$ cat src/rtl/cache_mem_arbiter.sv
// cache_mem_arbiter
//   Shares one external memory port between the i$ refill path and the
//   d$ refill/write-back path. One line-sized transaction at a time: grant,
//   one-cycle memory strobe, wait for memory completion, then a one-cycle
//   done pulse (with read data) back to the granted cache.
//
// Ports
//   clk_i, rst_i           clock, synchronous active-high reset
//   i_req_i, i_addr_i      i$ line read request and address
//   i_rdata_o, i_done_o    line and completion pulse back to i$
//   d_req_i, d_rw_i        d$ request, direction (0 read, 1 write-back)
//   d_addr_i, d_wdata_i    d$ line address and write-back line
//   d_rdata_o, d_done_o    line and completion pulse back to d$
//   mem_strobe_o           one-cycle transaction start to memory
//   mem_rw_o, mem_addr_o,
//   mem_wdata_o            transaction attributes, zero while idle
//   mem_rdata_i, mem_done_i memory read data and completion pulse
//   arb_S_o                current arbiter state (profiler)
//   gnt_o                  current or last grant: 0 i$, 1 d$
//
// Handshake: a requester raises req and holds it until its done pulse.
// Requests are sampled only in the idle state, and mem_done_i is honoured
// only while waiting, so anything seen in other states is ignored.
module cache_mem_arbiter #(
  parameter int XLEN   = 32,
  parameter int CLSIZE = 128
) (
  input  logic              clk_i,
  input  logic              rst_i,
  input  logic              i_req_i,
  input  logic [XLEN-1:0]   i_addr_i,
  output logic [CLSIZE-1:0] i_rdata_o,
  output logic              i_done_o,
  input  logic              d_req_i,
  input  logic              d_rw_i,
  input  logic [XLEN-1:0]   d_addr_i,
  input  logic [CLSIZE-1:0] d_wdata_i,
  output logic [CLSIZE-1:0] d_rdata_o,
  output logic              d_done_o,
  output logic              mem_strobe_o,
  output logic              mem_rw_o,
  output logic [XLEN-1:0]   mem_addr_o,
  output logic [CLSIZE-1:0] mem_wdata_o,
  input  logic [CLSIZE-1:0] mem_rdata_i,
  input  logic              mem_done_i,
  output logic [1:0]        arb_S_o,
  output logic              gnt_o
);

  typedef enum logic [1:0] {
    A_IDLE  = 2'd0,
    A_ISSUE = 2'd1,
    A_WAIT  = 2'd2,
    A_DONE  = 2'd3
  } arb_state_t;

  arb_state_t state, state_next;

  // last_gnt doubles as the grant of the transaction in flight: it is
  // updated on the grant edge and held until the next grant.
  logic              last_gnt;
  logic              grant_next;
  logic              rw_q;
  logic [XLEN-1:0]   addr_q;
  logic [CLSIZE-1:0] wdata_q;
  logic [CLSIZE-1:0] line_q;
  logic              grant_edge;
  logic              active;
  logic              in_done;

  always_ff @(posedge clk_i) begin
    if (rst_i) begin
      state <= A_IDLE;
    end else begin
      state <= state_next;
    end
  end

  always_comb begin
    state_next = state;
    grant_next = last_gnt;
    case (state)
      A_IDLE: begin
        if (i_req_i || d_req_i) begin
          state_next = A_ISSUE;
          // On a tie the side that did not win last time goes next.
          if (i_req_i && d_req_i) begin
            grant_next = ~last_gnt;
          end else begin
            grant_next = d_req_i;
          end
        end
      end
      A_ISSUE: state_next = A_WAIT;
      A_WAIT: begin
        if (mem_done_i) begin
          state_next = A_DONE;
        end
      end
      A_DONE:  state_next = A_IDLE;
      default: state_next = A_IDLE;
    endcase
  end

  assign grant_edge = (state == A_IDLE) && (state_next == A_ISSUE);

  always_ff @(posedge clk_i) begin
    if (rst_i) begin
      last_gnt <= 1'b0;
      rw_q     <= 1'b0;
      addr_q   <= '0;
      wdata_q  <= '0;
      line_q   <= '0;
    end else begin
      if (grant_edge) begin
        last_gnt <= grant_next;
        rw_q     <= grant_next ? d_rw_i : 1'b0;
        addr_q   <= grant_next ? d_addr_i : i_addr_i;
        wdata_q  <= grant_next ? d_wdata_i : '0;
      end
      if ((state == A_WAIT) && mem_done_i) begin
        line_q <= mem_rdata_i;
      end
    end
  end

  assign active  = (state != A_IDLE);
  assign in_done = (state == A_DONE);

  assign mem_strobe_o = (state == A_ISSUE);
  assign mem_rw_o     = active & rw_q;
  assign mem_addr_o   = active ? addr_q : '0;
  assign mem_wdata_o  = active ? wdata_q : '0;

  assign i_done_o  = in_done & ~last_gnt;
  assign d_done_o  = in_done & last_gnt;
  // i$ only ever reads; a d$ write-back returns an all-zero line.
  assign i_rdata_o = i_done_o ? line_q : '0;
  assign d_rdata_o = (d_done_o && !rw_q) ? line_q : '0;

  assign arb_S_o = state;
  assign gnt_o   = last_gnt;

endmodule

$ cat config.mk
export PLATFORM = sky130hd
export DESIGN_NAME = cache_mem_arbiter
export DESIGN_NICKNAME = d
export VERILOG_FILES = /design/src/rtl/cache_mem_arbiter.sv
export SDC_FILE = /design/constraint.sdc
export NUM_CORES = 1
export LEC_CHECK = 0
export BUFFER_PORTS_ARGS = -buffer_cell sky130_fd_sc_hd__buf_2
export CAP_MARGIN = 20
export CORE_AREA = 2 2 294 296
export DETAILED_ROUTE_END_ITERATION = 12
export DIE_AREA = 0 0 296 298
export GPL_TIMING_DRIVEN = 0
export PLACE_DENSITY = 0.36
export SYNTH_ARGS = -nofsm -noshare
export SYNTH_HDL_FRONTEND = slang
export SYNTH_SLANG_ARGS = --single-unit
$ cat constraint.sdc
create_clock -name clk_i -period 1.7 [get_ports clk_i]
set_clock_uncertainty 0.15 [all_clocks]
set_input_delay 0.17 -clock clk_i [delete_from_list [all_inputs] [get_ports clk_i]]
set_output_delay 0.17 -clock clk_i [all_outputs]
set_load 0.05 [all_outputs]
== Word-level counts from Yosys, hierarchy flattened ==
Cells that the tools add are included.
Word-level totals
  logic and storage cells: 35
  bits of input ports: 326
  register bits after elaboration: 292
  output and inout port bits: 423
Operators by class
  equal/unequal tests: 4
  reductions and logical operators: 8
  muxes and demuxes: 13
  bitwise gates (word level): 4
Operators by type and width (count)
  two-way mux 128 bit: 4
  two-way mux 32 bit: 2
  case mux 2 bit (4 select lines): 1
  equality test 2 x 1 -> 1 bit, second input constant: 2
  equality test 2 bit, second input constant: 2
  logical AND 1 bit: 4
  two-way mux 1 bit: 4
  two-way mux 2 bit: 2
  AND 1 bit: 3
  logical NOT 2 bit: 1
  nonzero test 2 bit: 1
  logical NOT 1 bit: 1
  logical OR 1 bit: 1
  NOT 1 bit: 1

== Logic depth before layout (Yosys ltp) ==
Gate-level depths: netlist of run 1.
  word-level depth: 5
  mapped depth: 9
  depth with buffers taken out: 5

== Worst setup path after synthesis of run 1 ==
OpenSTA, ideal clock, no wires.
  path kind: register to output
  from: register state[0], in the netlist arb_S_o[0]
  to: output mem_wdata_o[100]
  arrival time: 2383 ps
  buffers on the path: 3
  required time: 1380 ps
  setup slack: -1003 ps
  stages on the path, launching flop included: 7
  cell sequence: dfxtp_1 -> inv_1 -> ha_1 -> buf_4 -> clkbuf_1 -> clkbuf_1 -> nor2b_1
On the way
  cells in the longest elaborated chain, start to end: 2
Ends and longest elaborated chain
  from (decl): line 57  | arb_state_t state, state_next;
  from (signal assigned): line 75  | state <= state_next;
  nonzero test 2 bit: line 127  | assign active = (state != A_IDLE);
  two-way mux 128 bit: line 133  | assign mem_wdata_o = active ? wdata_q : '0;
  to (decl): line 43  | output logic [CLSIZE-1:0] mem_wdata_o,
No other way between the ends.

== Worst setup path after layout of run 1 ==
  from: register state[1], in the netlist arb_S_o[1]
  to: output d_rdata_o[45]
On the way
  cells in the longest elaborated chain, start to end: 4
Ends and longest elaborated chain
  equality test 2 bit: line 128  | assign in_done = (state == A_DONE);
  AND 1 bit: line 136  | assign d_done_o = in_done & last_gnt;
  logical AND 1 bit: line 139  | assign d_rdata_o = (d_done_o && !rw_q) ? line_q : '0;
  two-way mux 128 bit: line 139
  to (decl): line 38  | output logic [CLSIZE-1:0] d_rdata_o,
No other way between the ends.

==> out/qor.log, run 1 <==
qor: run_status.run_status finished with violations
qor: run_status.violated_checks setup timing
qor: detailed_routing.drc_errors 0
qor: grt.wire_length_of_the_first_global_routing_pass 121 mm
qor: placed_design.detailed_place_hpwl 61.9 mm
qor: yosys.mappedNetlistNets 2169
qor: yosys.synth-warning-count 0
qor: timing.fmaxAchievable 0.405 GHz
qor: yosys.top_flip_flop_cell_by_instance_count_after_synthesis sky130_fd_sc_hd__dfxtp_1
qor: cts.htree_levels 2
qor: yosys.synth_area_per_cell 7.73 um^2
qor: setup_path.worstSetupStartpointType register
qor: floorplanning.chipHeight 298 um
qor: cells_and_area.layout.cells.most_common_list 373 x sky130_fd_sc_hd__buf_2, 325 x sky130_fd_sc_hd__dlygate4sd3_1, 321 x sky130_fd_sc_hd__buf_8
qor: detailed_routing.first_pass_iters 5
qor: floorplanning.floorplan.io_pins 749
qor: setup_path.r2r_slack -0.56 ns
qor: cts.cts_root_buffer sky130_fd_sc_hd__clkbuf_16
qor: detailed_routing.avgViaCountPerCell 4.30
qor: power.power.leakage 12.6 nW
qor: cts.numCtsBuffers 40
qor: timing.final.setup.worst_slack -0.770 ns
qor: setup_path.timing_worst_setup_path_type reg -> out
qor: grt.grt_max_degree 12
qor: detailed_routing.detail_route.wirelength 85.2 mm
qor: cells_and_area.multiInputGateArea 9270 um^2
qor: timing.final.period_utilization 145%
qor: worst_hold_path.hold_path_class in -> reg
qor: timing.fin_worst_hold_slack 0.0589 ns
qor: floorplanning.die-area 88200 um^2
qor: floorplanning.placementRows 107
qor: yosys.yosys.area_share.xor_xnor 0%
qor: floorplanning.floorplan.die.width 296 um
qor: yosys.post_synth_mux_area_share 0%
qor: floorplanning.core 84900 um^2
qor: setup_path.cp_data_arrival_time 2.15 ns
qor: cells_and_area.final.fill_count 8527
qor: timing.hold_viol 0
qor: yosys.synth_compound_gate_area_share 18.6%
qor: yosys.synth-simple-area-share 32.7%
qor: grt.grt_pass1_vias 18919
qor: grt.track_usage 18.1%
qor: yosys.synth_async_reset_ratio 0%
qor: yosys.synth_area 14200 um^2
qor: cts.clock_latency 0.55 ns
qor: placed_design.placer_congestion_estimate 0.871
qor: timing.unrepaired_setup_endpoints_after_global_routing yes
qor: cells_and_area.final_layout_size_suffix_gt1_share 48.3%
qor: detailed_routing.postRouteAntennaNets 0
qor: run.cap_violations 0
qor: cells_and_area.layout-area-overhead-vs-synth 124%
qor: grt.antenna_found_initial 13
qor: yosys.synth.yosys.seq_area_share 41.1%
qor: detailed_routing.vias 18029
qor: placed_design.dp_slack -0.731 ns
qor: cts.ctsLongestPathBuffers 3
qor: setup_path.type_of_element_capturing_the_critical_path output port
qor: cts.clock_sink_count 292
qor: detailed_routing.drt_iter0_drc 684
qor: cells_and_area.ff_latch_area 5860 um^2
qor: placed_design.count_of_buffers_from_port_buffering 747
qor: yosys.yosys_register_bits 292
qor: yosys.synth.distinct_cells 30
qor: yosys.synth_edf_count 0
qor: yosys.post_synth_fa_ha_maj_area_fraction 0.352%
qor: setup_path.critical_path_required_time 1.38 ns
qor: cts.clock_pin_transition_on_the_worst_setup_and_hold_timing_paths 0.05 ns
qor: cts.cts_tree yes
qor: yosys.syn_inst 1839
qor: timing.finalMaxSlewViolations 0
qor: timing.layout_min_cycle_time 2.47 ns
qor: cells_and_area.nNetsFinal 3351
qor: floorplanning.initial_utilization 16.7%
qor: yosys.synth_top_family_by_area simple AND/OR/NAND/NOR gates
qor: timing.setup-violations-final 703
qor: timing.slew-limit-headroom 28.4%
qor: grt.grt.overflow.total 0
qor: setup_path.highest_fanout_seen_on_the_critical_path 7
qor: power.power_per_cell_area 1310 nW/um^2
qor: detailed_routing.wl_per_cell 20.3 um
qor: cells_and_area.final_common_cell sky130_fd_sc_hd__buf_2
qor: timing.worst-slew-pin-transition 1.07 ns
qor: power.ir_drop 0.000681 V
[power breakdown]
| part | internal, mW | switching [mW] |
|---|---|---|
| logic | 10.7 | 13.7 |
| registers | 8.43 | 1.05 |
| clock network | 4.60 | 3.34 |
[worst max-delay path: stages, from the launching register on]
cell	delay, ns
sky130_fd_sc_hd__dfxtp_4	0.37
sky130_fd_sc_hd__ha_4	0.13
sky130_fd_sc_hd__and2_4	0.13
sky130_fd_sc_hd__and2b_4	0.25
sky130_fd_sc_hd__buf_12	0.19
sky130_fd_sc_hd__clkbuf_8	0.17
sky130_fd_sc_hd__and2_4	0.18
sky130_fd_sc_hd__buf_8	0.15
[through the flow]
step	std cells	util, %	TNS (ns)	power, mW	cell area (um^2)
after floorplan	1839	-	-49.35	23.8	16700
after global placement	3730	25.8	-258.07	28.7	21900
after detailed placement	3731	25.8	-261.68	28.9	21900
after CTS	4161	35.0	-397.60	39.8	29700
after global routing	4191	37.5	-428.76	44.1	31800
final	4194	37.5	-354.44	41.8	31800
[worst paths after layout]
kind	start	endpoint	cells past startpoint
setup / recovery	arb_S_o[1]	d_rdata_o[45]	7
hold / removal	rst_i	arb_S_o[1]	2
setup reg to reg	arb_S_o[0]	wdata_q[7]	9
hold reg to reg	line_q[19]	line_q[19]	2
[Yosys cell counts, types with 24 or more instances]
| cell | instances | area, um^2 |
|---|---|---|
| sky130_fd_sc_hd__nand4_1 | 129 | 807 |
| sky130_fd_sc_hd__a311oi_1 | 30 | 263 |
| sky130_fd_sc_hd__nand3_1 | 34 | 170 |
| sky130_fd_sc_hd__dfxtp_1 | 292 | 5850 |
| sky130_fd_sc_hd__a21oi_1 | 280 | 1400 |
| sky130_fd_sc_hd__buf_2 | 52 | 260 |
| sky130_fd_sc_hd__clkbuf_1 | 93 | 349 |
| sky130_fd_sc_hd__nand2_1 | 258 | 968 |
| sky130_fd_sc_hd__and2_1 | 258 | 1610 |
| sky130_fd_sc_hd__o21ai_0 | 153 | 766 |
| sky130_fd_sc_hd__nor2b_1 | 163 | 1020 |
| sky130_fd_sc_hd__clkbuf_2 | 24 | 120 |
[flip-flops by register name (all words and copies together) (netlist names)]
name     cells
line_q     128
rw_q         1
addr_q      32
arb_S_o      2
wdata_q    128
gnt_o        1
[kinds of logic after synthesis]
logic type | after synthesis
fa+ha+maj | 4
simple gates | 851
compound gates | 489
flops | 292
buf+inv | 203
[layout make-up]
type	instances	area share (%)
flip-flops and latches	292	18.4
plain buffers	197	6.39
well taps	1144	4.50
clock buffers	58	3.55
multi-input cells	1344	29.1
diodes	5	0.0393
clock inverters	8	0.228
repair buffers	1144	37.7
inverters	2	0.0472
[per-layer routing]
layer | share of wire [%] | vias to the layer above | GRT usage [%]
li1 | - | 8637 | -
met1 | 38 | 8640 | 20.1
met2 | 52 | 614 | 33.1
met3 | 6.9 | 122 | 4.80
met4 | 2.8 | 16 | 5.65
met5 | 0.12 | - | 0
[what timing repair did]
item / in CTS / in global routing
pin swaps: 7 / 7
resized for setup: 769 / 712
cloned: 28 / 15
endpoints found under the hold margin: 291 / 0
setup buffers: 13 / 17
setup endpoints to repair: 702 / 705
hold buffers: 325 / 0
No activity file was read; power rests on OpenSTA's default activity.
==> run 2: changes to the inputs <==
- MAX_ROUTING_LAYER: unset -> met4
- SKIP_LAST_GASP: unset -> 1
==> run 2 against run 1 <==
Compared with the run above: the flow still finishes with violations (setup timing); global-route usage grew 0.53 points; sequential share of layout area grew 1.2 points; clock power is essentially flat; clock-buffer cell count is the same; combinational power shrank 9.8%; worst setup slack gained 0.00082 ns; maximum frequency is essentially flat.
==> out/qor.log, run 2 (same netlist as run 1, synthesis figures left out) <==
qor: setup_path.timing_worst_setup_path_type reg -> out [unchanged]
qor: floorplanning.core 84900 um^2 [unchanged]
qor: cts.clock_latency 0.55 ns [about the same]
qor: timing.finalMaxSlewViolations 0 [unchanged]
qor: setup_path.critical_path_required_time 1.38 ns [about the same]
qor: power.power_per_cell_area 1320 nW/um^2 [was 1310 nW/um^2]
qor: run.cap_violations 0 [unchanged]
qor: cells_and_area.postLayoutCellArea 29900 um^2 [was 31800 um^2]
qor: cts.cts_root_buffer sky130_fd_sc_hd__clkbuf_16 [unchanged]
qor: placed_design.count_of_buffers_from_port_buffering 747 [unchanged]
qor: run_status.run_status finished with violations [unchanged]
qor: cts.clock_sink_count 292 [unchanged]
qor: cts.numCtsBuffers 40 [unchanged]
qor: floorplanning.floorplan.die.width 296 um [unchanged]
qor: detailed_routing.avgViaCountPerCell 4.26 [was 4.30]
qor: floorplanning.floorplan.io_pins 749 [unchanged]
qor: timing.slew-limit-headroom 28.1% [was 28.4%]
qor: timing.layout_min_cycle_time 2.47 ns [about the same]
qor: detailed_routing.vias 17827 [was 18029]
qor: timing.worst-slew-pin-transition 1.08 ns [was 1.07 ns]
qor: detailed_routing.detail_route.wirelength 83.4 mm [was 85.2 mm]
qor: setup_path.cp_data_arrival_time 2.15 ns [about the same]
qor: run_status.violated_checks setup timing [unchanged]
qor: grt.track_usage 18.6% [was 18.1%]
qor: grt.grt_max_degree 12 [unchanged]
qor: floorplanning.initial_utilization 16.7% [unchanged]
qor: cells_and_area.layout-area-overhead-vs-synth 111% [was 124%]
qor: cts.cts_tree yes [unchanged]
qor: power.power.leakage 12.2 nW [was 12.6 nW]
qor: timing.final.setup.worst_slack -0.769 ns [was -0.770 ns]
qor: timing.setup-violations-final 638 [was 703]
qor: detailed_routing.drc_errors 0 [unchanged]
qor: placed_design.placement.cell_area 21900 um^2 [unchanged]
qor: grt.wire_length_of_the_first_global_routing_pass 121 mm [about the same]
qor: timing.fmaxAchievable 0.405 GHz [about the same]
qor: placed_design.placer_congestion_estimate 0.886 [was 0.871]
qor: cts.htree_levels 2 [unchanged]
qor: setup_path.highest_fanout_seen_on_the_critical_path 10 [was 7]
qor: cells_and_area.final_common_cell sky130_fd_sc_hd__buf_2 [unchanged]
qor: placed_design.detailed_place_hpwl 61.9 mm [unchanged]
qor: power.p_total 39.4 mW [was 41.8 mW]
qor: cells_and_area.final_layout_size_suffix_gt1_share 47.8% [was 48.3%]
qor: detailed_routing.wl_per_cell 19.9 um [was 20.3 um]
qor: detailed_routing.postRouteAntennaNets 0 [unchanged]
qor: detailed_routing.drt_iter0_drc 651 [was 684]
qor: timing.unrepaired_setup_endpoints_after_global_routing yes [unchanged]
qor: cells_and_area.reg_top3 line_q (128), wdata_q (128), addr_q (32) [unchanged]
qor: worst_hold_path.hold_path_class in -> reg [unchanged]
qor: grt.grt.overflow.total 0 [unchanged]
qor: grt.grt_pass1_vias 18841 [was 18919]
qor: timing.hold_viol 0 [unchanged]
qor: cells_and_area.nNetsFinal 3333 [was 3351]
qor: setup_path.worstSetupStartpointType register [unchanged]
qor: cts.clock_pin_transition_on_the_worst_setup_and_hold_timing_paths 0.06 ns [was 0.05 ns]
qor: cts.ctsLongestPathBuffers 3 [unchanged]
qor: floorplanning.placementRows 107 [unchanged]
qor: timing.final.period_utilization 145% [about the same]
qor: detailed_routing.first_pass_iters 5 [unchanged]
qor: floorplanning.chipHeight 298 um [unchanged]
qor: grt.antenna_found_initial 17 [was 13]
qor: floorplanning.die-area 88200 um^2 [unchanged]
qor: cells_and_area.layout.cells.most_common_list 525 x sky130_fd_sc_hd__buf_2, 325 x sky130_fd_sc_hd__dlygate4sd3_1, 289 x sky130_fd_sc_hd__dfxtp_1 [was 373 x sky130_fd_sc_hd__buf_2, 325 x sky130_fd_sc_hd__dlygate4sd3_1, 321 x sky130_fd_sc_hd__buf_8]
qor: setup_path.type_of_element_capturing_the_critical_path output port [unchanged]
qor: power.ir_drop 0.000671 V [was 0.000681 V]
## run 2: worst max-delay path, stage by stage, from the launching register on
cell and delay [ns]:
sky130_fd_sc_hd__dfxtp_4 0.37, sky130_fd_sc_hd__ha_4 0.13, sky130_fd_sc_hd__and2_4 0.14, sky130_fd_sc_hd__and2b_4 0.26
sky130_fd_sc_hd__buf_16 0.21, sky130_fd_sc_hd__clkbuf_16 0.18, sky130_fd_sc_hd__and2_4 0.15, sky130_fd_sc_hd__buf_8 0.14
## run 2: where the power goes
group          switching, mW  internal (mW)
Clock                   3.33           4.60
Combinational           13.1           8.97
Sequential              1.04           8.43
## run 2: worst paths after layout
kind	startpoint	to	slack, ns	depth (start not counted)
setup / recovery	arb_S_o[1]	d_rdata_o[85]	-0.77	7
hold / removal	mem_done_i	line_q[6]	0.05	5
setup reg to reg	arb_S_o[0]	wdata_q[7]	-0.57	9
hold reg to reg	line_q[19]	line_q[19]	0.32	2
## run 2: routing by layer
| layer | routed length (um) | share of wire [%] | GRT usage (%) | vias to the layer above |
|---|---|---|---|---|
| met4 | 2460 | 2.9 | 5.82 | 0 |
| met2 | 43000 | 52 | 33.0 | 578 |
| li1 | - | - | - | 8615 |
| met3 | 5850 | 7.0 | 4.83 | 119 |
| met5 | 0 | 0 | - | - |
| met1 | 32100 | 38 | 20.1 | 8515 |
## run 2: cell type report
| class | instances | area, um^2 |
|---|---|---|
| antenna | 18 | 45.0 |
| buffer | 199 | 2130 |
| clock buffer | 58 | 1130 |
| clock inverter | 8 | 72.6 |
| fill | 8761 | 54900 |
| inverter | 2 | 12.5 |
| multi-input combinational | 1344 | 9240 |
| sequential | 292 | 5860 |
| tap | 1144 | 1430 |
| timing repair buffer | 1124 | 10000 |
## run 2: repair_timing
item	CTS	global route
setup endpoints to repair	702	711
gates cloned	28	3
setup buffers	13	8
pin swaps	3	0
hold buffers	325	0
endpoints found under the hold margin	291	0
resized for setup	718	124
## run 2: stage by stage
stage	instances	setup TNS [ns]	hold WS [ns]	setup WS, ns	utilization (%)
2_1_floorplan	1839	-49.35	0.156	-0.252	-
3_3_place_gp	3730	-258.07	0.265	-0.708	25.8
3_5_place_dp	3731	-261.68	0.267	-0.731	25.8
4_1_cts	4161	-467.95	-0.00918	-0.845	34.8
5_1_grt	4186	-431.83	0.0747	-0.868	35.3
6_report	4189	-357.90	0.0479	-0.769	35.3
==> run 3: changes to the inputs <==
- ABC_AREA: unset -> 1
==> run 3 against run 2 <==
Compared with the run above: maximum frequency increased by 0.63%; synthesized cell count increased by 24%; combinational power decreased by 35%; register-to-register slack got worse by 0.07 ns; clock power increased by 12%; the run still ends with setup timing left; hold slack got worse by 0.036 ns; sequential power decreased by 12%; non-clock buffer count decreased by 31; die area unchanged.
==> out/qor.log, run 3 <==
qor: setup_path.cp_data_arrival_time 2.13 ns [was 2.15 ns]
qor: yosys.synth.yosys.seq_area_share 41.1% [about the same]
qor: placed_design.placement.cell_area 22700 um^2 [was 21900 um^2]
qor: timing.hold_viol 0 [unchanged]
qor: setup_path.cpLargestDelayFamily buffers and inverters [was simple AND/OR/NAND/NOR gates]
qor: grt.grt.overflow.total 0 [unchanged]
qor: floorplanning.floorplan.die.width 296 um [unchanged]
qor: placed_design.detailed_place_hpwl 62.8 mm [was 61.9 mm]
qor: yosys.netlist_top_cells_area sky130_fd_sc_hd__dfxtp_1 41%, sky130_fd_sc_hd__nor2_1 18%, sky130_fd_sc_hd__inv_1 12% [was sky130_fd_sc_hd__dfxtp_1 41%, sky130_fd_sc_hd__and2_1 11%, sky130_fd_sc_hd__a21oi_1 9.9%]
qor: cells_and_area.reg_top3 line_q (128), wdata_q (128), addr_q (32) [unchanged]
qor: timing.slew-limit-headroom 41.2% [was 28.1%]
qor: power.seq_power_share 26.5% [was 24.0%]
qor: setup_path.worst_path_max_delay_cell sky130_fd_sc_hd__dfxtp_4 [unchanged]
qor: timing.final.setup.worst_slack -0.754 ns [was -0.769 ns]
qor: power.power_frac_comb 45.2% [was 55.9%]
qor: run.cap_violations 0 [unchanged]
qor: setup_path.critical_path_required_time 1.38 ns [about the same]
qor: yosys.synth_top_family_by_area simple AND/OR/NAND/NOR gates [unchanged]
qor: placed_design.count_of_buffers_from_port_buffering 747 [unchanged]
qor: yosys.synth_most_common_cell sky130_fd_sc_hd__nor2_1 [was sky130_fd_sc_hd__dfxtp_1]
qor: cells_and_area.postLayoutCellArea 30500 um^2 [was 29900 um^2]
qor: setup_path.timing_worst_setup_path_type reg -> out [unchanged]
qor: yosys.syn_inst 2285 [was 1839]
qor: grt.antenna_found_initial 7 [was 17]
qor: grt.grt_pass1_vias 18212 [was 18841]
qor: yosys.post_synth_mux_area_share 0% [unchanged]
qor: power.net-switching-power 13.1 mW [was 17.5 mW]
qor: setup_path.worstSetupStartpointType register [unchanged]
qor: cells_and_area.nNetsFinal 3787 [was 3333]
qor: timing.layout_min_cycle_time 2.45 ns [was 2.47 ns]
qor: power.power.leakage 12.5 nW [was 12.2 nW]
qor: timing.setup-violations-final 704 [was 638]
qor: cts.cts_root_buffer sky130_fd_sc_hd__clkbuf_16 [unchanged]
qor: worst_hold_path.hold_depth 5 [unchanged]
qor: worst_hold_path.hold_critical_path_endpoint arb_S_o[0] [was line_q[6]]
qor: cts.ctsLongestPathBuffers 3 [unchanged]
qor: cts.htree_levels 2 [unchanged]
qor: yosys.synth_async_reset_ratio 0% [unchanged]
qor: setup_path.worstReg2RegEnd wdata_q[118] [was wdata_q[7]]
qor: yosys.synth_area 14200 um^2 [about the same]
qor: power.power_per_cell_area 1030 nW/um^2 [was 1320 nW/um^2]
qor: floorplanning.placementRows 107 [unchanged]
qor: cts.numCtsBuffers 41 [was 40]
qor: setup_path.cp.buffers_inverters 4 [was 3]
qor: timing.final.period_utilization 144% [was 145%]
qor: cells_and_area.layout.cells.most_common_list 498 x sky130_fd_sc_hd__buf_2, 451 x sky130_fd_sc_hd__inv_1, 363 x sky130_fd_sc_hd__nor2_4 [was 525 x sky130_fd_sc_hd__buf_2, 325 x sky130_fd_sc_hd__dlygate4sd3_1, 289 x sky130_fd_sc_hd__dfxtp_1]
qor: cts.clock_sink_count 292 [unchanged]
qor: run_status.violated_checks setup timing [unchanged]
qor: grt.grt_max_degree 12 [unchanged]
qor: floorplanning.chipHeight 298 um [unchanged]
qor: yosys.synth-warning-count 0 [unchanged]
qor: cts.clock_latency 0.56 ns [was 0.55 ns]
qor: timing.finalMaxSlewViolations 0 [unchanged]
qor: setup_path.r2r_slack -0.64 ns [was -0.57 ns]
qor: detailed_routing.wl_per_cell 18.1 um [was 19.9 um]
qor: detailed_routing.avgViaCountPerCell 3.90 [was 4.26]
qor: run_status.run_status finished with violations [unchanged]
qor: cts.clock_pin_transition_on_the_worst_setup_and_hold_timing_paths 0.05 ns [was 0.06 ns]
qor: setup_path.cp_slowest_stage_delay 0.38 ns [was 0.37 ns]
qor: placed_design.placer_congestion_estimate 0.862 [was 0.886]
qor: yosys.mappedNetlistNets 2615 [was 2169]
qor: power.power_report.internal_total 18.2 mW [was 22.0 mW]
qor: cells_and_area.final_layout_size_suffix_gt1_share 40.1% [was 47.8%]
qor: timing.unrepaired_setup_endpoints_after_global_routing yes [unchanged]
qor: yosys.synth_area_per_cell 6.23 um^2 [was 7.73 um^2]
qor: yosys.synth-simple-area-share 29.1% [was 32.7%]
qor: worst_hold_path.hold_path_class in -> reg [unchanged]
qor: detailed_routing.drt_iter0_drc 719 [was 651]
qor: detailed_routing.first_pass_iters 4 [was 5]
qor: yosys.post_synth_fa_ha_maj_area_fraction 0.352% [about the same]
qor: worst_hold_path.worst_hold_launch i_req_i [was mem_done_i]
qor: power.clkPwrFrac 28.3% [was 20.1%]
qor: floorplanning.initial_utilization 16.8% [was 16.7%]
qor: setup_path.ff2ff_path_depth 9 [unchanged]
qor: yosys.post_synth_most_frequent_cells 676 x sky130_fd_sc_hd__nor2_1, 457 x sky130_fd_sc_hd__inv_1, 331 x sky130_fd_sc_hd__nand2_1 [was 292 x sky130_fd_sc_hd__dfxtp_1, 280 x sky130_fd_sc_hd__a21oi_1, 258 x sky130_fd_sc_hd__and2_1, 258 x sky130_fd_sc_hd__nand2_1, 163 x sky130_fd_sc_hd__nor2b_1]
qor: detailed_routing.vias 18078 [was 17827]
qor: floorplanning.die-area 88200 um^2 [unchanged]
qor: detailed_routing.drc_errors 0 [unchanged]
qor: timing.fmaxAchievable 0.408 GHz [was 0.405 GHz]
qor: yosys.yosys_register_bits 292 [unchanged]
qor: grt.track_usage 18.5% [was 18.6%]
qor: yosys.top_flip_flop_cell_by_instance_count_after_synthesis sky130_fd_sc_hd__dfxtp_1 [unchanged]
qor: timing.worst-slew-pin-transition 0.882 ns [was 1.08 ns]
qor: floorplanning.core 84900 um^2 [unchanged]
qor: yosys.netlist.area_leader.share 41.1% [about the same]
qor: cts.cts_tree yes [unchanged]
qor: timing.final.setup.tns -366.93 ns [was -357.90 ns]
qor: detailed_routing.detail_route.wirelength 84.0 mm [was 83.4 mm]
qor: setup_path.highest_fanout_seen_on_the_critical_path 7 [was 10]
qor: yosys.synth_compound_gate_area_share 12.5% [was 18.6%]
qor: yosys.synth.distinct_cells 17 [was 30]
qor: setup_path.type_of_element_capturing_the_critical_path output port [unchanged]
qor: power.switching_share 42.0% [was 44.2%]
qor: yosys.synth_edf_count 0 [unchanged]
qor: setup_path.critical_path.cell_chain ha_4 -> nand2_4 -> clkinvlp_4 -> nand2_4 -> clkbuf_16 -> clkbuf_16 -> nor2_4 -> buf_8 [was ha_4 -> and2_4 -> and2b_4 -> buf_16 -> clkbuf_16 -> and2_4 -> buf_8]
qor: yosys.yosys.area_share.xor_xnor 0% [unchanged]
qor: grt.wire_length_of_the_first_global_routing_pass 118 mm [was 121 mm]
qor: cells_and_area.layout-area-overhead-vs-synth 114% [was 111%]
qor: detailed_routing.postRouteAntennaNets 0 [unchanged]
qor: yosys.synth_area_leader sky130_fd_sc_hd__dfxtp_1 [unchanged]
qor: floorplanning.floorplan.io_pins 749 [unchanged]
qor: setup_path.reg2reg_from arb_S_o[0] [unchanged]
qor: power.ir_drop 0.000513 V [was 0.000671 V]
qor: cells_and_area.final_common_cell sky130_fd_sc_hd__buf_2 [unchanged]
==> run 3: cell types whose count changed in the layout (fill, tap and decap cells not counted), sizes merged, moves of 129 or more <==
cell   before  now
inv         4  456
nor2b     163    0
o21ai     163    0
nor2        2  677
and2      258    0
nand4     129    0
==> run 3: area by class of cell <==
class | instances | area (um^2)
Fill cell | 9241 | 54400
Timing Repair Buffer | 1130 | 9670
Buffer | 162 | 1580
Antenna cell | 8 | 20.0
Sequential cell | 292 | 5860
Clock buffer | 61 | 1230
Inverter | 458 | 1730
Clock inverter | 12 | 123
Tap cell | 1144 | 1430
Multi-Input combinational cell | 1372 | 8830
==> run 3: how the worst max path moves through the flow <==
stage / startpoint / end / slack (ns) / cells past startpoint
2_1_floorplan: arb_S_o[0] / d_rdata_o[41] / -0.61 / 7
3_3_place_gp: arb_S_o[0] / wdata_q[118] / -0.93 / 9
3_5_place_dp: arb_S_o[0] / wdata_q[118] / -0.93 / 9
4_1_cts: arb_S_o[1] / d_rdata_o[41] / -0.80 / 8
5_1_grt: arb_S_o[1] / d_rdata_o[62] / -0.82 / 8
6_report: arb_S_o[1] / d_rdata_o[7] / -0.75 / 8
==> run 3: routing by layer <==
metal | GRT usage (%) | vias up | part of all wire [%]
li1 | - | 9186 | -
met1 | 21.8 | 8373 | 42
met4 | 4.93 | 0 | 2.6
met3 | 3.89 | 93 | 5.2
met2 | 31.5 | 426 | 50
met5 | - | - | 0
==> run 3: cells by family after synthesis <==
logic type	count (synthesis)
AND/OR/NAND/NOR	1076
flip-flops	292
buffers and inverters	621
adder cells (fa/ha/maj)	4
AO/OA/AOI/OAI	292
==> run 3: metrics by stage <==
step                      cells  worst slack (ns)  util, %  hold slack (ns)  power, mW
after global routing       4638            -0.823     35.9           0.0266       33.2
after detailed placement   4178            -0.930     26.8            0.305       20.4
after floorplan            2285            -0.611        -            0.196       17.0
final                      4639            -0.754     35.9           0.0120       31.3
after global placement     4176            -0.926     26.7            0.305       20.5
after CTS                  4592            -0.799     34.0          -0.0229       31.4
==> run 3: timing repair <==
action,in CTS,in global routing
hold endpoints to repair,290,0
cloned,9,21
resized for setup,367,371
setup buffers,9,19
pin swaps,1,24
endpoints found under the setup margin,706,708
hold buffers,323,0
==> run 3: tightest hold or removal path: cells and delay by family <==
| kind | cells | cell delay, ns |
|---|---|---|
| buffers and inverters | 1 | 0.10 |
| and+or+nand+nor | 3 | 0.28 |
| AOI/OAI and AO/OA | 1 | 0.15 |
==> run 3: power groups by stage <==
stage                     Clock (mW)  Sequential [mW]  Combinational [mW]
final                           8.87             8.29                14.2
after global routing            9.47             8.41                15.3
after CTS                       9.21             8.29                13.9
after detailed placement           0             8.43                12.0
after global placement             0             8.42                12.0
after floorplan                    0             8.40                8.58
